===== src/rtl/param_sync_ram.sv =====
// ---------------------------------------------------------------------------
// param_sync_ram
//
// Parametrised single-port synchronous data memory for the RISC datapath.
// Byte-enable writes, registered read data with a valid strobe, write-first
// behaviour when a read and a write hit the same address in the same cycle,
// an address-range check, and a clear sequencer that zeroes the whole array
// after reset or on request.
//
// Parameters:
//   DATA_WIDTH  word width in bits (multiple of 8)
//   ADDR_WIDTH  address port width in bits
//   DEPTH       number of implemented words (2 .. 2^ADDR_WIDTH)
//
// Ports:
//   clk       rising-edge clock
//   rst_n     asynchronous active-low reset
//   addr      word address for read and write
//   wdata     write data
//   be        byte enables, bit i qualifies wdata[8i+7:8i]
//   we        write request
//   re        read request
//   clear     single-cycle request to zero the whole array
//   rdata     registered read data, holds between reads
//   rvalid    one-cycle pulse, rdata valid
//   addr_err  one-cycle pulse, accepted access had addr >= DEPTH
//   busy      clear sweep in progress, requests ignored
// ---------------------------------------------------------------------------
module param_sync_ram #(
    parameter int DATA_WIDTH = 16,
    parameter int ADDR_WIDTH = 16,
    parameter int DEPTH      = 16
) (
    input  logic                    clk,
    input  logic                    rst_n,
    input  logic [ADDR_WIDTH-1:0]   addr,
    input  logic [DATA_WIDTH-1:0]   wdata,
    input  logic [DATA_WIDTH/8-1:0] be,
    input  logic                    we,
    input  logic                    re,
    input  logic                    clear,
    output logic [DATA_WIDTH-1:0]   rdata,
    output logic                    rvalid,
    output logic                    addr_err,
    output logic                    busy
);

    localparam int NB    = DATA_WIDTH / 8;
    localparam int PTR_W = (DEPTH > 1) ? $clog2(DEPTH) : 1;

    typedef enum logic {
        STATE_CLEAR = 1'b0,
        STATE_READY = 1'b1
    } state_e;

    logic [DATA_WIDTH-1:0] mem [DEPTH];

    state_e                state_q, state_d;
    logic [PTR_W-1:0]      clr_ptr_q, clr_ptr_d;
    logic [DATA_WIDTH-1:0] rdata_q, rdata_d;
    logic                  rvalid_q, rvalid_d;
    logic                  addr_err_q, addr_err_d;
    logic                  busy_q;

    logic                  inRange;
    logic [PTR_W-1:0]      addrIdx;
    logic [DATA_WIDTH-1:0] oldWord;
    logic [DATA_WIDTH-1:0] mergedWord;
    logic                  memWe;
    logic [PTR_W-1:0]      memIdx;
    logic [DATA_WIDTH-1:0] memWdata;

    // The range check uses the full address, one bit wider so that
    // DEPTH == 2^ADDR_WIDTH compares correctly. Only the low bits index the
    // array, and only after the check has passed, so upper bits never alias.
    always_comb begin
        inRange = ({1'b0, addr} < (ADDR_WIDTH+1)'(DEPTH));
        addrIdx = addr[PTR_W-1:0];
        oldWord = '0;
        if (inRange) begin
            oldWord = mem[addrIdx];
        end
        mergedWord = oldWord;
        for (int b = 0; b < NB; b++) begin
            if (be[b]) begin
                mergedWord[8*b +: 8] = wdata[8*b +: 8];
            end
        end
    end

    // Next-state logic. The merged word feeds both the array write and the
    // read data so a same-address read sees the freshly written bytes.
    always_comb begin
        state_d    = state_q;
        clr_ptr_d  = clr_ptr_q;
        rdata_d    = rdata_q;
        rvalid_d   = 1'b0;
        addr_err_d = 1'b0;
        memWe      = 1'b0;
        memIdx     = clr_ptr_q;
        memWdata   = '0;

        unique case (state_q)
            STATE_CLEAR: begin
                memWe    = 1'b1;
                memIdx   = clr_ptr_q;
                memWdata = '0;
                if (clr_ptr_q == PTR_W'(DEPTH-1)) begin
                    state_d   = STATE_READY;
                    clr_ptr_d = '0;
                end else begin
                    clr_ptr_d = clr_ptr_q + PTR_W'(1);
                end
            end
            STATE_READY: begin
                if (clear) begin
                    state_d   = STATE_CLEAR;
                    clr_ptr_d = '0;
                end else begin
                    if ((we || re) && !inRange) begin
                        addr_err_d = 1'b1;
                    end
                    if (we && inRange) begin
                        memWe    = 1'b1;
                        memIdx   = addrIdx;
                        memWdata = mergedWord;
                    end
                    if (re) begin
                        rvalid_d = 1'b1;
                        if (!inRange) begin
                            rdata_d = '0;
                        end else if (we) begin
                            rdata_d = mergedWord;
                        end else begin
                            rdata_d = oldWord;
                        end
                    end
                end
            end
            default: begin
                state_d = STATE_CLEAR;
            end
        endcase
    end

    // Control and output registers. Reset forces a fresh sweep from entry 0.
    always_ff @(posedge clk or negedge rst_n) begin
        if (!rst_n) begin
            state_q    <= STATE_CLEAR;
            clr_ptr_q  <= '0;
            rdata_q    <= '0;
            rvalid_q   <= 1'b0;
            addr_err_q <= 1'b0;
            busy_q     <= 1'b1;
        end else begin
            state_q    <= state_d;
            clr_ptr_q  <= clr_ptr_d;
            rdata_q    <= rdata_d;
            rvalid_q   <= rvalid_d;
            addr_err_q <= addr_err_d;
            busy_q     <= (state_d == STATE_CLEAR);
        end
    end

    // Storage array has no reset; the clear sweep is what zeroes it.
    always_ff @(posedge clk) begin
        if (memWe) begin
            mem[memIdx] <= memWdata;
        end
    end

    assign rdata    = rdata_q;
    assign rvalid   = rvalid_q;
    assign addr_err = addr_err_q;
    assign busy     = busy_q;

endmodule


===== config.mk =====
export PLATFORM = sky130hd
export DESIGN_NAME = param_sync_ram
export DESIGN_NICKNAME = d
export VERILOG_FILES = /design/src/rtl/param_sync_ram.sv
export SDC_FILE = /design/constraint.sdc
export NUM_CORES = 1
export LEC_CHECK = 0
export CORE_AREA = 2 2 185 187
export DETAILED_ROUTE_END_ITERATION = 16
export DIE_AREA = 0 0 187 189
export PLACE_DENSITY_LB_ADDON = 0.08
export SETUP_SLACK_MARGIN = 0.05
export SYNTH_ARGS = -nofsm -noshare
export SYNTH_HDL_FRONTEND = slang
export SYNTH_SLANG_ARGS = --single-unit

===== constraint.sdc =====
create_clock -name clk -period 2.48 [get_ports clk]
set_input_delay 0.248 -clock clk [delete_from_list [all_inputs] [get_ports clk]]
set_output_delay 0.248 -clock clk [all_outputs]
set_load 0.01 [all_outputs]

# == Word level (Yosys, flattened, before mapping) ==
# Memories as Yosys holds them, arrays and structs flattened.
# Cells that the tools add are included.
# word_totals
reg_bits,24
ramBits,256
in_bits,39
output_inout_bits,19
wordCells,47
memories,1
# mem_list
name,depth,word_bits,rd,rd_clocked_by_memory_dff,wr,line,source
mem,16,16,1,0,1,56,logic [DATA_WIDTH-1:0] mem [DEPTH];
# classes
addsub,1
magnitude_cmp,1
eq_ne,2
muxes,28
n_bitwise,3
n_reduce_logical,5
# ops
op,n
16-bit two-way mux,5
16-bit case mux with 2 select lines,1
"16-bit by 5-bit < comparator with 1-bit output, second input constant",1
4-bit two-way mux,4
8-bit two-way mux,2
4-bit case mux with 2 select lines,2
1-bit two-way mux,12
"4-bit by 1-bit adder with 4-bit output, second input constant",1
"4-bit equality test, second input constant",1
1-bit case mux with 2 select lines,2
1-bit inverter,3
3-bit AND reduction,1
1-bit logical AND,2
"2-bit inequality test, second input constant",1
1-bit zero test,1
1-bit logical OR,1

# == Longest topological paths before layout ==
# Gate-level depths: netlist (run 1).
# depth
ltp_word,7
depth_mapped,10
mapped_depth_nobuf,7

# == Worst setup path before layout (run 1) ==
# OpenSTA, ideal clock, no wires.
# synth_timing
path_kind,input to register
start,input port addr[9]
end,memory mem[7][0] (enable)
setup_time_ns,0.394
t_arrival_ns,2.284
t_required_ns,2.086
setup_slack_ns,-0.198
path_stages,7
n_path_buf,2
cell_sequence,nor4_1 > and3_1 > and3_1 > clkbuf_1 > buf_2 > nand4_1 > a21oi_1
# synth_via
elab_chain_len,7
word_cells_on_any_way,10
classes_between,order compare (1); mux (8); reduce/logical (1)
# synth_lines
item,line,source
"start, declared",36,"input logic [ADDR_WIDTH-1:0] addr,"
16-bit by 5-bit < comparator with 1-bit output *,77,"inRange = ({1'b0, addr} < (ADDR_WIDTH+1)'(DEPTH));"
1-bit logical AND *,123,if (we && inRange) begin
1-bit two-way mux,123,
1-bit two-way mux,116,if (clear) begin
1-bit case mux with 2 select lines,103,unique case (state_q)
1-bit two-way mux,167,if (memWe) begin
1-bit two-way mux (not written as such),168,mem[memIdx] <= memWdata;
"end, declared",56,
# Mark *: on every way between the ends. The rest lies on a longest branch, timed or not.

# == Worst setup path in the final report (run 1) ==
# layout_timing
start,input port addr[9]
end,memory mem[11][14] (data pin)
# layout_via
elab_chain_len,6
word_cells_on_any_way,7
classes_between,order compare (1); mux (5); reduce/logical (1)
# layout_lines
item,line,source
16-bit by 5-bit < comparator with 1-bit output *,77,
16-bit two-way mux,80,if (inRange) begin
8-bit two-way mux,85,if (be[b]) begin
16-bit two-way mux *,123,
16-bit two-way mux *,116,
16-bit case mux with 2 select lines *,103,
via memWdata[14],71,logic [DATA_WIDTH-1:0] memWdata;
# Mark *: on every way through the listed nets, which the timed path passes. The rest lies on a longest branch.

==> results.sh, run 1 <==
export IMPL_syn2layout_area_growth_pct=24.09
export IMPL_ctsHoldBuffers=0
export IMPL_critPathKind="in -> reg"
export IMPL_place_area_mm2=0.01345
export IMPL_pre_cts_ws_ns=-0.3217
export IMPL_crit_fanout=31
export IMPL_postLayoutSetupSlackWorst_ns=0.1829
export IMPL_grt_util_all_layers_pct=16.62
export IMPL_finalCritPeriodShare_pct=92.63
export IMPL_grt_pass1_vias=6726
export IMPL_clock_fmax_ghz=0.4353
export IMPL_vias=6372
export IMPL_peakVddDrop_mv=0.5837
export IMPL_finClkSkew_ns=0.01099
export IMPL_core_mm2=0.03328
export IMPL_drive_gt1_share_pct=28.59
export IMPL_wl_per_cell_um=23.13
export IMPL_min_period_ns=2.297
export IMPL_yosys_warnings=0
export IMPL_grt_pass1_wl_mm=43.61
export IMPL_clk_latency_ns=0.54
export IMPL_p_per_area_mw_per_mm2=850.6
export IMPL_cts_sinks=280
export IMPL_synth_largest_area_cell="edfxtp_1"
export IMPL_post_cts_buffers=0
export IMPL_grt_max_degree=32
export IMPL_syn_avg_cell_area_um2=17.76
export IMPL_path_clk_slew_ns=0.06
export IMPL_final_max_slew_viol_count=0
export IMPL_io_pins=58
export IMPL_root_buffer="clkbuf_16"
export IMPL_slew_headroom_pct=64.51
export IMPL_worst_pin_slew_ns=0.5274
export IMPL_status="finished, final reports clean"
export IMPL_dpl_hpwl_mm=19.91
export IMPL_syn_inst=651
export IMPL_fin_cells=1249
export IMPL_die_x_um=187
export IMPL_first_iter_violations=545
export IMPL_cp_end_kind="register"
export IMPL_yosysUniqueCellTypes=36
export IMPL_start_util_pct=34.73
export IMPL_timing_rr_start="state_q"
export IMPL_hold_viol=0
export IMPL_wl_mm=28.89
export IMPL_cts_htree_levels=1
export IMPL_drtAntennaViolNets=0
export IMPL_rrSetupSlack_ns=0.40
export IMPL_r2r_cells=6
export IMPL_tns_ns=0
export IMPL_die_h_um=189
export IMPL_numCtsBuffers=30
export IMPL_portBuffers=57
export IMPL_synth_net_count=691
export IMPL_worstPathArrival_ns=2.69
export IMPL_netlist_area_leader_share_pct=66.50
export IMPL_post_drt_via_cell_ratio=5.102
export IMPL_setup_viol_count_final=0
export IMPL_diodes=0
export IMPL_overflow=0
export IMPL_cts_path_max_buffers=3
export IMPL_rr_endpoint="mem[13][7]"
export IMPL_start_kind="input pin"
export IMPL_drc=0
export IMPL_drv_cap=0
export IMPL_final_cell_area_mm2=0.01435
export IMPL_synth_seq_cells=280
export IMPL_hold_path_class="in -> async"
export IMPL_antenna_found_initial=0
export IMPL_gp_congestion=0.7808
export IMPL_synth_seq_area_share_pct=71.71
export IMPL_required_ns=2.87
export IMPL_tritoncts="built"
export IMPL_firstDrtPassIters=5
export IMPL_cts_repair_resized=0
export IMPL_p_leak_uw=0.004951
export IMPL_final_nets=819
export IMPL_netlist_area_mm2=0.01156
export IMPL_synth_area_leaders="edfxtp_1 67%, mux4_2 12%, dfrtp_1 5.0%"
export IMPL_post_place_cells=1195
export IMPL_rsz0062_at_grt="no"
export IMPL_fillerInstances=2985
export IMPL_die_area_mm2=0.03534
export IMPL_rows=67
==> synth_stat cells <==
cell type  instances
a21o_1             1
mux2_2            17
nor4_1             3
and2b_1            1
nor2b_1            8
and2_1             2
clkinv_2           1
buf_1              2
nand2_1           38
ha_1               1
nand3_1           20
o21ai_0           10
or3b_1             2
o21ai_1            9
o22ai_1            1
nand2_4            1
buf_4              6
dfstp_2            1
mux2i_1           16
buf_2              9
a22o_1             1
and3_1             3
mux4_2            64
a21oi_1           48
o21a_1             1
a211o_1           16
edfxtp_1         256
inv_1              2
buf_6              1
nand4_1           14
dfrtp_1           23
xnor2_1            1
clkbuf_1          29
o2bb2ai_1         16
nor2_1            25
nor3_2             2
==> worst max-delay path: stages <==
cell,delay (ns)
clkdlybuf4s50_1,0.39
nor4_1,0.50
and3_1,0.34
buf_4,0.14
nand3_1,0.12
buf_4,0.29
a21oi_1,0.40
buf_4,0.24
==> sequential cells by signal, summed over array words and instances, names as in the netlist <==
register,flops
state_q,1
busy,1
rdata,16
rvalid,1
mem,256
addr_err,1
clr_ptr_q,4
==> metal layers <==
layer | wire length, um | GRT usage [%] | share of wire [%]
met1 | 13450 | 23.41 | 47
met2 | 13860 | 27.51 | 48
met3 | 1026 | 2.298 | 3.6
met4 | 557 | 3.846 | 1.9
met5 | 0 | 0 | 0
==> cell usage in the layout (no fill, tap or decap), types with 2 or more instances in the layout <==
cell type | Yosys | final
mux4_2 | 64 | 64
a21oi_2 | 0 | 15
o2bb2ai_1 | 16 | 16
or3b_1 | 2 | 2
mux2i_1 | 16 | 16
clkinv_2 | 1 | 5
a211o_1 | 16 | 16
buf_2 | 9 | 2
nor3_2 | 2 | 2
a21oi_1 | 48 | 33
nor2_1 | 25 | 25
and3_1 | 3 | 3
clkbuf_8 | 0 | 2
inv_1 | 2 | 2
o21ai_1 | 9 | 9
buf_4 | 6 | 64
o21ai_0 | 10 | 10
nor2b_1 | 8 | 8
dfrtp_1 | 23 | 23
nand3_1 | 20 | 20
clkdlybuf4s50_1 | 0 | 54
nand4_1 | 14 | 14
clkinvlp_4 | 0 | 2
and2_1 | 2 | 2
nand2_1 | 38 | 38
clkinv_1 | 0 | 5
clkbuf_1 | 29 | 10
nor4_1 | 3 | 3
clkbuf_16 | 0 | 31
buf_12 | 0 | 23
mux2_2 | 17 | 17
edfxtp_1 | 256 | 256
==> layout make-up <==
type / instances / area [um2] / area share [%]
tap: 448 / 560.5 / 3.908
timing repair buffer: 143 / 1491 / 10.40
multi-input combinational: 321 / 3097 / 21.59
clock inverter: 11 / 53.80 / 0.3751
clock buffer: 43 / 840.8 / 5.861
inverter: 3 / 12.51 / 0.08722
sequential: 280 / 8289 / 57.78
==> kinds of logic after synthesis <==
kind of cell,count (synthesis),share of synthesized area [%]
AO/OA/AOI/OAI,103,5.585
XOR/XNOR,1,0.07578
adder cells (fa/ha/maj),1,0.1082
buffers and inverters,50,1.991
flip-flops,280,71.71
multiplexers,97,15.51
AND/OR/NAND/NOR,119,5.022
==> metrics by stage <==
stage / total power (uW) / hold WS, ns / utilization [%]
global placement: 8236 / 0.5726 / 40.42
finish: 12200 / 0.1025 / 43.10
global route: 12750 / 0.09538 / 43.10
CTS: 12390 / 0.09677 / 43.10
detailed placement: 8286 / 0.5837 / 40.42
floorplan: 7270 / -0.04759 / -
==> report_power, final <==
| group | internal (uW) | switching, uW |
|---|---|---|
| logic | 900 | 1120 |
| registers | 5900 | 231 |
| clock network | 2330 | 1720 |
| total | 9130 | 3070 |
==> how the worst max path moves through the flow <==
stage | to | startpoint | cells after the start | slack [ns]
6_report | mem[11][14] | addr[9] | 8 | 0.18
5_1_grt | mem[11][14] | addr[9] | 8 | 0.07
4_1_cts | mem[11][14] | addr[9] | 8 | 0.24
3_5_place_dp | mem[11][14] | addr[9] | 8 | -0.32
3_3_place_gp | mem[10][10] | addr[9] | 8 | -0.28
2_1_floorplan | mem[12][0] | addr[9] | 6 | -0.14
(Power assumes the default switching activity.)
==> run 2: changes to the inputs <==
--- a/config.mk
+++ b/config.mk
@@ -5,10 +5,10 @@
 export SDC_FILE = /design/constraint.sdc
 export NUM_CORES = 1
 export LEC_CHECK = 0
-export CORE_AREA = 2 2 185 187
+export CORE_AREA = 2 2 177 196
 export DETAILED_ROUTE_END_ITERATION = 16
-export DIE_AREA = 0 0 187 189
-export PLACE_DENSITY_LB_ADDON = 0.08
+export DIE_AREA = 0 0 179 198
+export PLACE_DENSITY = 0.63
 export SETUP_SLACK_MARGIN = 0.05
 export SYNTH_ARGS = -nofsm -noshare
 export SYNTH_HDL_FRONTEND = slang
==> results.sh, run 2 (synthesis gave the netlist of run 1 again) <==
export IMPL_post_drt_via_cell_ratio=5.196
export IMPL_peakVddDrop_mv=0.5303
export IMPL_rows=71
export IMPL_worst_pin_slew_ns=0.6114
export IMPL_swShare_pct=24.50
export IMPL_vias=6386
export IMPL_switchingPower_uw=3104
export IMPL_grt_util_all_layers_pct=15.56
export IMPL_status="finished, final reports clean"
export IMPL_path_clk_slew_ns=0.06
export IMPL_cts_path_max_buffers=3
export IMPL_r2r_cells=6
export IMPL_p_per_area_mw_per_mm2=879.2
export IMPL_cp_end_kind="register"
export IMPL_post_cts_buffers=0
export IMPL_largest_register_ffs=256
export IMPL_wl_mm=27.09
export IMPL_syn2layout_area_growth_pct=24.67
export IMPL_tritoncts="built"
export IMPL_slew_headroom_pct=59.11
export IMPL_final_max_slew_viol_count=0
export IMPL_timing_rr_start="state_q"
export IMPL_critPathKind="in -> reg"
export IMPL_io_pins=58
export IMPL_dpl_hpwl_mm=17.89
export IMPL_crit_buf_inv=3
export IMPL_rsz0062_at_grt="no"
export IMPL_first_iter_violations=637
export IMPL_hold_path_class="in -> async"
export IMPL_core_mm2=0.03367
export IMPL_grt_max_degree=40
export IMPL_die_x_um=179
export IMPL_clock_fmax_ghz=0.4589
export IMPL_layout_common_cells="256 x edfxtp_1, 64 x mux4_2, 54 x clkdlybuf4s50_1, 53 x buf_4, 38 x nand2_1"
export IMPL_cp_slowest_cell="nor4_2"
export IMPL_antenna_found_initial=1
export IMPL_top_register="mem"
export IMPL_firstDrtPassIters=5
export IMPL_grt_pass1_wl_mm=40.52
export IMPL_final_nets=809
export IMPL_fin_cells=1229
export IMPL_pre_cts_ws_ns=-0.4142
export IMPL_rrSetupSlack_ns=0.31
export IMPL_overflow=0
export IMPL_seqPwrFrac_pct=48.5
export IMPL_cts_repair_resized=0
export IMPL_diodes=0
export IMPL_worstPathArrival_ns=2.41
export IMPL_rr_endpoint="mem[3][1]"
export IMPL_clk_latency_ns=0.54
export IMPL_combPwrFrac_pct=16.3
export IMPL_drtAntennaViolNets=0
export IMPL_setup_viol_count_final=0
export IMPL_drv_cap=0
export IMPL_finalCritPeriodShare_pct=87.88
export IMPL_p_int_uw=9566
export IMPL_crit_fanout=15
export IMPL_wl_per_cell_um=22.04
export IMPL_use_met2_pct=25.00
export IMPL_postLayoutSetupSlackWorst_ns=0.3007
export IMPL_grt_pass1_vias=6512
export IMPL_required_ns=2.71
export IMPL_crit_family="simple AND/OR/NAND/NOR gates"
export IMPL_numCtsBuffers=28
export IMPL_ctsHoldBuffers=0
export IMPL_cts_htree_levels=1
export IMPL_pwr_share_clk_pct=35.2
export IMPL_start_kind="input pin"
export IMPL_die_h_um=198
export IMPL_die_area_mm2=0.03544
export IMPL_use_met1_pct=22.48
export IMPL_mostFrequentLayoutCell="edfxtp_1"
export IMPL_root_buffer="clkbuf_16"
export IMPL_p_leak_uw=0.004959
export IMPL_min_period_ns=2.179
export IMPL_critPathMaxStageDelay_ns=0.48
export IMPL_post_route_util_pct=42.80
export IMPL_drc=0
export IMPL_hold_viol=0
export IMPL_cts_sinks=280
export IMPL_post_place_cells=1177
export IMPL_grtUsageMet3_pct=2.285
export IMPL_worstPathCellList="clkdlybuf4s50_1, nor4_2, and3_1, and3_1, buf_12, nand3_1, a21oi_2, buf_12"
export IMPL_fin_total_pwr_uw=12670
export IMPL_finClkSkew_ns=0.01939
export IMPL_gp_congestion=0.8543
export IMPL_drive_gt1_share_pct=28.45
export IMPL_fillerInstances=2914
export IMPL_start_util_pct=34.33
export IMPL_tns_ns=0
export IMPL_portBuffers=57
export IMPL_grt_busiest_layer="met2"
run 2: cell types whose count changed in the layout (fill, tap and decap cells not counted), moves of 2 or more:
cell,previous run,this run
buf_4,64,53
clkbuf_1,10,2
bufinv_16,0,6
clkinv_1,5,9
buf_12,23,26
clkbuf_16,31,29
clkbuf_8,2,0
run 2: worst reg2reg max path: stages, from the launching register on:
cell and delay, ns:
dfrtp_1 0.46, and2b_1 0.30, nand3_1 0.19, buf_4 0.30, nand4_1 0.16, a21oi_2 0.26
buf_12 0.19
run 2: how the worst max path moves through the flow:
stage | from | end | slack (ns) | cells after the start
floorplan | addr[9] | mem[12][0] | -0.14 | 6
global placement | addr[6] | mem[3][3] | -0.40 | 8
detailed placement | addr[6] | mem[2][2] | -0.41 | 8
CTS | addr[6] | mem[2][12] | 0.15 | 8
global route | state_q | mem[2][12] | 0.19 | 6
finish | addr[9] | mem[2][12] | 0.30 | 8
run 2: metal layers:
| metal | routed length [um] | vias up |
|---|---|---|
| met1 | 12040 | 3267 |
| li1 | - | 2869 |
| met2 | 12900 | 216 |
| met4 | 438 | 0 |
| met5 | 0 | - |
| met3 | 1708 | 34 |
run 2: stage by stage:
step,hold slack [ns],area (um2)
CTS,0.09492,14410
global route,0.1191,14410
floorplan,-0.04759,11600
detailed placement,0.5858,13420
global placement,0.5856,13420
finish,0.09663,14410
run 2: power by group through the flow:
stage                     logic, uW  registers [uW]  clock network, uW
final                          2060            6140               4470
after global routing           2210            6190               4760
after CTS                      2090            6140               4560
after detailed placement       2080            6230                  0
after global placement         2050            6210                  0
after floorplan                1170            6100                  0
run 2: layout make-up:
type	count	area, um2	share of cell area, %
clock buffers	31	733.2	5.088
inverters	3	12.51	0.08682
repair buffers	135	1469	10.19
flip-flops and latches	280	8289	57.52
clock inverters	21	254.0	1.762
multi-input cells	321	3105	21.55
well taps	438	548.0	3.803
==> run 3: changes to the inputs <==
--- a/config.mk
+++ b/config.mk
@@ -8,6 +8,7 @@
 export CORE_AREA = 2 2 177 196
 export DETAILED_ROUTE_END_ITERATION = 16
 export DIE_AREA = 0 0 179 198
+export MAX_ROUTING_LAYER = met4
 export PLACE_DENSITY = 0.63
 export SETUP_SLACK_MARGIN = 0.05
 export SYNTH_ARGS = -nofsm -noshare
==> results.sh, run 3 (synthesis gave the netlist of run 1 again) <==
export IMPL_crit_fanout=15
export IMPL_drive_gt1_share_pct=28.45
export IMPL_diodes=0
export IMPL_post_place_cells=1177
export IMPL_peakVddDrop_mv=0.5302
export IMPL_post_drt_via_cell_ratio=5.167
export IMPL_wl_mm=27.07
export IMPL_largest_register_ffs=256
export IMPL_start_util_pct=34.33
export IMPL_start_kind="input pin"
export IMPL_p_per_area_mw_per_mm2=880.1
export IMPL_grt_pass1_wl_mm=40.54
export IMPL_min_period_ns=2.192
export IMPL_first_iter_violations=682
export IMPL_numCtsBuffers=28
export IMPL_syn2layout_area_growth_pct=24.67
export IMPL_cp_end_kind="register"
export IMPL_cts_sinks=280
export IMPL_p_leak_uw=0.004959
export IMPL_rows=71
export IMPL_core_mm2=0.03367
export IMPL_grt_pass1_vias=6524
export IMPL_final_max_slew_viol_count=0
export IMPL_multiInputGateArea_mm2=0.003105
export IMPL_clk_latency_ns=0.54
export IMPL_final_nets=809
export IMPL_wl_per_cell_um=22.03
export IMPL_worstPathArrival_ns=2.43
export IMPL_cts_htree_levels=1
export IMPL_io_pins=58
export IMPL_vias=6350
export IMPL_grt_util_all_layers_pct=16.02
export IMPL_fin_cells=1229
export IMPL_path_clk_slew_ns=0.06
export IMPL_die_h_um=198
export IMPL_drc=0
export IMPL_grt_max_degree=40
export IMPL_finClkSkew_ns=0.02043
export IMPL_worst_pin_slew_ns=0.6308
export IMPL_die_x_um=179
export IMPL_post_cts_buffers=0
export IMPL_gp_congestion=0.8679
export IMPL_drv_cap=0
export IMPL_antenna_found_initial=1
export IMPL_overflow=0
export IMPL_final_cell_area_mm2=0.01441
export IMPL_fillerInstances=2914
export IMPL_slew_headroom_pct=57.82
export IMPL_finalCritPeriodShare_pct=88.40
export IMPL_setup_viol_count_final=0
export IMPL_rsz0062_at_grt="no"
export IMPL_place_area_mm2=0.01342
export IMPL_root_buffer="clkbuf_16"
export IMPL_portBuffers=57
export IMPL_hold_path_class="in -> async"
export IMPL_top_register="mem"
export IMPL_hold_viol=0
export IMPL_tritoncts="built"
export IMPL_area_sequential_mm2=0.008289
export IMPL_clock_fmax_ghz=0.4561
export IMPL_die_area_mm2=0.03544
export IMPL_layout_common_cells="256 x edfxtp_1, 64 x mux4_2, 54 x clkdlybuf4s50_1, 53 x buf_4, 38 x nand2_1"
export IMPL_status="finished, final reports clean"
export IMPL_cts_path_max_buffers=3
export IMPL_drtAntennaViolNets=0
export IMPL_firstDrtPassIters=5
export IMPL_dpl_hpwl_mm=17.89
export IMPL_hold_ws_ns=0.09933
export IMPL_mostFrequentLayoutCell="edfxtp_1"
export IMPL_required_ns=2.71
export IMPL_critPathKind="in -> reg"
[run 3: cell counts in the layout (fill, tap and decap cells not counted)]
Identical to the previous run, type by type.
[run 3: final timing paths]
path                            from           end  slack [ns]  cells past startpoint
max                          addr[9]     mem[2][7]        0.29                      8
min                            rst_n      rdata[9]         0.1                      2
max reg2reg                  state_q     mem[2][7]        0.31                      6
min reg2reg                rdata[15]     rdata[15]        0.59                      3
max in group asynchronous      rst_n          busy        2.07                      2
min in group clk               clear  clr_ptr_q[2]        0.38                      2
[run 3: metrics by stage]
stage          setup slack [ns]  total power, uW  TNS, ns  utilization [%]
6_report                 0.2877            12680        0            42.80
3_5_place_dp            -0.4142             8311  -115.31            39.85
2_1_floorplan           -0.1409             7270   -7.352                -
4_1_cts                  0.1501            12790        0            42.78
3_3_place_gp            -0.3982             8265  -104.45            39.85
5_1_grt                  0.1858            13170        0            42.80
[run 3: final cells by class]
| class | count | area share (%) |
|---|---|---|
| Clock buffer | 31 | 5.088 |
| Clock inverter | 21 | 1.762 |
| Inverter | 3 | 0.08682 |
| Multi-Input combinational cell | 321 | 21.55 |
| Sequential cell | 280 | 57.52 |
| Tap cell | 438 | 3.803 |
| Timing Repair Buffer | 135 | 10.19 |
[run 3: repair_timing]
item | 4_1_cts | 5_1_grt
endpoints found under the setup margin | 0 | 29
resized for setup | 0 | 1
hold buffers | 0 | 0
[run 3: critical path, stage by stage]
cell	delay, ns
clkdlybuf4s50_1	0.41
nor4_2	0.48
and3_1	0.31
and3_1	0.23
buf_12	0.15
nand3_1	0.09
a21oi_2	0.29
buf_12	0.20
[run 3: report_power, final]
| part | total, uW | switching, uW | internal [uW] |
|---|---|---|---|
| clock | 4480 | 1730 | 2750 |
| combinational | 2060 | 1140 | 926 |
| sequential | 6140 | 246 | 5900 |
[run 3: routing by layer]
layer / track usage, % / vias up / part of all wire, %
met5: - / - / 0
met4: 3.403 / 0 / 1.6
met3: 2.247 / 39 / 5.9
met2: 25.13 / 195 / 48
met1: 22.39 / 3250 / 45
li1: - / 2866 / -
